<file path="config.mk">
export PLATFORM = sky130hd
export DESIGN_NAME = cache_axi_bridge
export DESIGN_NICKNAME = d
export VERILOG_FILES = /design/src/rtl/cache_axi_bridge.sv
export SDC_FILE = /design/constraint.sdc
export NUM_CORES = 1
export LEC_CHECK = 0
export BUFFER_PORTS_ARGS = -buffer_cell sky130_fd_sc_hd__buf_2
export CAP_MARGIN = 10
export CORE_MARGIN = 2
export CORE_UTILIZATION = 30
export CTS_CLUSTER_SIZE = 28
export DETAILED_ROUTE_END_ITERATION = 7
export PLACE_DENSITY_LB_ADDON = 0.1
export SYNTH_ARGS = -nofsm -noshare
export SYNTH_HDL_FRONTEND = slang
export SYNTH_SLANG_ARGS = --single-unit
</file>
<file path="constraint.sdc">
create_clock -name clk_g -period 3 [get_ports clk_g]
set_input_delay 0.3 -clock clk_g [delete_from_list [all_inputs] [get_ports clk_g]]
set_output_delay 0.3 -clock clk_g [all_outputs]
set_load 0.02 [all_outputs]
</file>
<file path="src/rtl/cache_axi_bridge.sv">
// Cache-to-AXI bridge for a 32-bit slave.
// The read channel and the write channel each run their own FSM and allow at
// most one outstanding INCR burst each. A read to a line with a pending write
// is held off until that write has completed.
module cache_axi_bridge (
    input  logic         clk_g,
    input  logic         resetn,
    // cache read port
    input  logic         rd_req,
    input  logic [2:0]   rd_type,
    input  logic [31:0]  rd_addr,
    output logic         rd_rdy,
    output logic         ret_valid,
    output logic         ret_last,
    output logic [31:0]  ret_data,
    // cache write port
    input  logic         wr_req,
    input  logic [2:0]   wr_type,
    input  logic [31:0]  wr_addr,
    input  logic [3:0]   wr_wstrb,
    input  logic [127:0] wr_data,
    output logic         wr_rdy,
    // AXI read address / data
    output logic [31:0]  araddr,
    output logic [7:0]   arlen,
    output logic         arvalid,
    input  logic         arready,
    input  logic [31:0]  rdata,
    input  logic         rlast,
    input  logic         rvalid,
    output logic         rready,
    // AXI write address / data / response
    output logic [31:0]  awaddr,
    output logic [7:0]   awlen,
    output logic         awvalid,
    input  logic         awready,
    output logic [31:0]  wdata,
    output logic [3:0]   wstrb,
    output logic         wlast,
    output logic         wvalid,
    input  logic         wready,
    input  logic         bvalid,
    output logic         bready
);

    typedef enum logic [1:0] {R_IDLE, R_AR, R_DATA} rstate_t;
    typedef enum logic [1:0] {W_IDLE, W_AW, W_DATA, W_RESP} wstate_t;

    rstate_t        r_state_q, r_state_d;
    wstate_t        w_state_q, w_state_d;

    logic [31:0]    araddr_q;
    logic [7:0]     arlen_q;
    logic [31:0]    awaddr_q;
    logic [7:0]     awlen_q;
    logic [3:0]     wstrb_q;
    logic [127:0]   wbuf_q;
    logic [1:0]     beat_q;

    logic           rd_line;
    logic           wr_line;
    logic           conflict;

    assign rd_line  = (rd_type == 3'b100);
    assign wr_line  = (wr_type == 3'b100);
    assign conflict = (w_state_q != W_IDLE) && (rd_addr[31:4] == awaddr_q[31:4]);

    assign araddr = araddr_q;
    assign arlen  = arlen_q;
    assign awaddr = awaddr_q;
    assign awlen  = awlen_q;

    // ------------------------------------------------------------------
    // Read channel
    // ------------------------------------------------------------------

    // Read FSM state register.
    always_ff @(posedge clk_g) begin
        if (!resetn) r_state_q <= R_IDLE;
        else         r_state_q <= r_state_d;
    end

    // Read FSM next-state logic.
    always_comb begin
        r_state_d = r_state_q;
        case (r_state_q)
            R_IDLE: if (rd_req && rd_rdy)   r_state_d = R_AR;
            R_AR:   if (arready)            r_state_d = R_DATA;
            R_DATA: if (rvalid && rlast)    r_state_d = R_IDLE;
            default:                        r_state_d = R_IDLE;
        endcase
    end

    // Read FSM outputs; handshakes are forced low while reset is held so
    // an abandoned burst reports nothing even before the state clears.
    always_comb begin
        rd_rdy    = 1'b0;
        arvalid   = 1'b0;
        rready    = 1'b0;
        ret_valid = 1'b0;
        ret_last  = 1'b0;
        ret_data  = '0;
        if (resetn) begin
            case (r_state_q)
                R_IDLE: rd_rdy  = !conflict;
                R_AR:   arvalid = 1'b1;
                R_DATA: begin
                    rready    = 1'b1;
                    ret_valid = rvalid;
                    ret_last  = rlast;
                    ret_data  = rdata;
                end
                default: ;
            endcase
        end
    end

    // Latch the read burst address and length on accept.
    always_ff @(posedge clk_g) begin
        if (!resetn) begin
            araddr_q <= '0;
            arlen_q  <= '0;
        end else if (rd_req && rd_rdy) begin
            araddr_q <= rd_line ? {rd_addr[31:4], 4'h0} : rd_addr;
            arlen_q  <= rd_line ? 8'd3 : 8'd0;
        end
    end

    // ------------------------------------------------------------------
    // Write channel
    // ------------------------------------------------------------------

    // Write FSM state register.
    always_ff @(posedge clk_g) begin
        if (!resetn) w_state_q <= W_IDLE;
        else         w_state_q <= w_state_d;
    end

    // Write FSM next-state logic.
    always_comb begin
        w_state_d = w_state_q;
        case (w_state_q)
            W_IDLE: if (wr_req && wr_rdy)           w_state_d = W_AW;
            W_AW:   if (awready)                    w_state_d = W_DATA;
            W_DATA: if (wvalid && wready && wlast)  w_state_d = W_RESP;
            W_RESP: if (bvalid)                     w_state_d = W_IDLE;
            default:                                w_state_d = W_IDLE;
        endcase
    end

    // Write FSM outputs; the current beat is selected from the line buffer.
    always_comb begin
        wr_rdy  = 1'b0;
        awvalid = 1'b0;
        wvalid  = 1'b0;
        wlast   = 1'b0;
        bready  = 1'b0;
        wdata   = wbuf_q[{beat_q, 5'd0} +: 32];
        wstrb   = wstrb_q;
        if (resetn) begin
            case (w_state_q)
                W_IDLE: wr_rdy  = 1'b1;
                W_AW:   awvalid = 1'b1;
                W_DATA: begin
                    wvalid = 1'b1;
                    wlast  = (beat_q == awlen_q[1:0]);
                end
                W_RESP: bready  = 1'b1;
                default: ;
            endcase
        end
    end

    // Buffer the write request on accept and step the beat counter.
    always_ff @(posedge clk_g) begin
        if (!resetn) begin
            awaddr_q <= '0;
            awlen_q  <= '0;
            wstrb_q  <= '0;
            wbuf_q   <= '0;
            beat_q   <= '0;
        end else if (wr_req && wr_rdy) begin
            awaddr_q <= wr_line ? {wr_addr[31:4], 4'h0} : wr_addr;
            awlen_q  <= wr_line ? 8'd3 : 8'd0;
            wstrb_q  <= wr_line ? 4'hF : wr_wstrb;
            wbuf_q   <= wr_data;
            beat_q   <= '0;
        end else if (w_state_q == W_AW && awready) begin
            beat_q   <= '0;
        end else if (wvalid && wready) begin
            beat_q   <= beat_q + 2'd1;
        end
    end

endmodule

</file>
==> flow_summary.yaml <==
run_status:
  status: "completed"
floorplanning:
  initial_core_util_pct: 30.4
  die-area_mm2: 0.0305
  fp.dieW_um: 175
  core_mm2: 0.0287
  die_y_um: 175
  num_rows: 62
  ios: 402
power:
  ir_drop_v: 0.000355
  p_switching_mw: 2.79
  seqPwrFrac_pct: 40.2
  p_leak_nw: 6.29
  p_per_area_mw_per_mm2: 653
  comb_power_share_pct: 26.9
  swShare_pct: 32.0
  intPower_mw: 5.94
  p_clk_share_pct: 32.9
placed_design:
  gp_routability_congestion: 0.845
  dpl.hpwl_mm: 20.8
  port_buffers: 389
  placed_area_mm2: 0.0110
synth:
  yosys_most_used_dff: "dfxtp_1"
  synth_top_cell_area_share_pct: 46.8
  synth-seq-cells: 204
  synthTopCellsByCount: "nand2_1 (360), dfxtp_1 (204), o21ai_1 (157)"
  yosysSeqAreaShare_pct: 46.8
  syn_area_per_cell_um2: 8.41
  syn_inst: 1038
  synth_area_leaders: "dfxtp_1 (47%), nand2_1 (15%), o21ai_1 (9.0%)"
  synth_top_area_cell: "dfxtp_1"
  synthArstFlopShare_pct: 0
  syn-cell-area_mm2: 0.00873
  yosysMostFrequentCell: "nand2_1"
  yosysUniqueCellTypes: 35
  ys.warnings.count: 0
  synth-edff-count: 0
clocking:
  cts.reportedPaths.clkPinSlew_ps: 50
  worst_skew_pair.late_latency_ps: 530
  cts_max_path_buffers: 3
  hold_buffers: 157
  cts_buffers: 25
  cts_num_sinks: 204
  root_buffer: "clkbuf_16"
  htree_num_levels: 1
  cts_tree: "done"
  post_cts_buffers: 0
  cts_resized: 0
worst_setup_path:
  cp_slowest_cell: "nor4_1"
  cp.depth: 6
  path_buf_inv: 1
  crit_path_start_kind: "flip-flop"
  cp_data_arrival_time_ps: 2460
  reg2regPathDepth: 6
  cp_top_family: "simple AND/OR/NAND/NOR gates"
  required_ps: 2700
  crit_chain: "xor2_1 > nor4_1 > nand4_1 > nor3_1 > nor4_1 > buf_2"
  path_max_fanout: 3
  max_stage_delay_ps: 530
  critical_path_class: "flip-flop to primary output"
  path_common_cell: "nor4_1"
  endpoint_kind: "primary output"
min_path:
  hold_path_class: "input pin to flip-flop"
  hold_depth: 3
timing:
  setup_viol: 0
  relSlewSlack_pct: 26.9
  finalCritPeriodShare_pct: 92.1
  fmax_mhz: 362
  maxSlewViolCount: 0
  rsz0062_at_grt: "no"
  period_minus_slack_ps: 2760
  hold_violations: 0
  final.setup.tns_ps: 0
  tightest_slew_ps: 1100
  fin_worst_skew_ps: 23.0
flow_run:
  maxCapViolCount: 0
route:
  via_per_inst: 4.40
  antenna_left: 0
  drc: 0
  via_count: 8605
  drt_first_pass_iters: 4
  drt_iter0_drc: 339
  wire_per_inst_um: 15.0
  wirelength_mm: 29.3
global_routing:
  grt_max_degree: 101
  use_met1_pct: 23.9
  grt_usage_pct: 18.4
  met3_usage_pct: 4.77
  use_met2_pct: 30.5
  grt-busiest-layer: "met2"
  antenna_found_initial: 3
  grt_pass1_wl_mm: 45.4
  gr-total-overflow: 0
  grt_pass1_vias: 8439
final_layout:
  drive_above_1_share_pct: 31.1
  finalNetCount: 1805
  fin_area_mm2: 0.0134
  final_util_pct: 46.6
  nFillCells: 2820
  area_delta_synth_final_pct: 53.2
metal layers:
layer,part of all wire (%),vias to the layer above,wire length (um)
met2,46,267,13300
met4,2.4,2,706
li1,-,4406,-
met1,45,3886,13200
met5,0.031,-,9
met3,7.2,44,2100
flip-flops by register name, indices dropped and copies added (netlist names):
signal / flops
wbuf_q: 128
araddr: 32
awaddr: 32
wstrb: 4
beat_q: 2
r_state_q: 2
w_state_q: 2
arlen: 1
awlen: 1
worst reg2reg max path: cells and delay by family (launching register included):
| kind | cells | cell delay, ps |
|---|---|---|
| AOI/OAI and AO/OA | 1 | 310 |
| buffers and inverters | 1 | 430 |
| xor gates and xnor gates | 1 | 160 |
| and+or+nand+nor | 2 | 810 |
| muxes | 1 | 260 |
| DFF | 1 | 330 |
power by group through the flow:
stage                     clock network, mW  registers (mW)  logic [mW]
final                                  2.87            3.51        2.35
after global routing                   3.09            3.57        2.60
after CTS                              2.98            3.51        2.37
after detailed placement                  0            3.57        2.20
after global placement                    0            3.56        2.18
after floorplan                           0            3.65        1.31
stage by stage:
stage	std cells	total power, mW	hold slack [ps]	setup slack, ps
6_report	1957	8.73	25.1	236
5_1_grt	1956	9.26	10.0	89.6
4_1_cts	1955	8.86	0.696	111
3_5_place_dp	1756	5.77	439	526
3_3_place_gp	1756	5.74	435	623
2_1_floorplan	1049	4.96	415	1020
path summary, 6_finish.rpt:
| path | start | end | slack [ps] |
|---|---|---|---|
| worst max-delay path | awaddr[14] | rd_rdy | 240 |
| worst min-delay path | wr_addr[28] | awaddr[28] | 30 |
| worst min register to register | wbuf_q[99] | wbuf_q[99] | 440 |
| worst max register to register | awaddr[14] | araddr[26] | 640 |
area by class of cell:
cell class | instances | area (um2) | area share, %
timing repair buffer | 567 | 3730 | 27.9
sequential | 204 | 4090 | 30.6
clock inverter | 3 | 18.8 | 0.140
tap | 384 | 480 | 3.59
inverter | 34 | 128 | 0.955
clock buffer | 39 | 758 | 5.67
antenna | 2 | 5.00 | 0.0374
multi-input combinational | 724 | 4160 | 31.1
logic make-up (layout without fill, tap and decap cells):
| logic type | Yosys count | in the layout | synth area share (%) |
|---|---|---|---|
| AO/OA/AOI/OAI | 174 | 174 | 10.6 |
| flip-flops | 204 | 204 | 46.8 |
| other | 1 | 14 | 0.0430 |
| XOR/XNOR | 30 | 30 | 3.01 |
| buffers and inverters | 121 | 643 | 6.31 |
| multiplexers | 66 | 66 | 12.2 |
| AND/OR/NAND/NOR | 437 | 437 | 20.4 |
| adder cells (fa/ha/maj) | 5 | 5 | 0.717 |
cell usage in the layout (no fill, tap or decap), drive strengths merged, types with 12 or more instances in the layout:
master       synthesis  final
dfxtp              204    204
clkbuf              55     39
xor2                27     27
nor2                23     23
nand2              360    360
conb                 1     12
inv                 34     35
buf                 32    410
dlygate4sd3          0    157
mux2i               34     34
o21ai              157    157
mux4                32     32
and2                35     35
(Power assumes the default switching activity.)
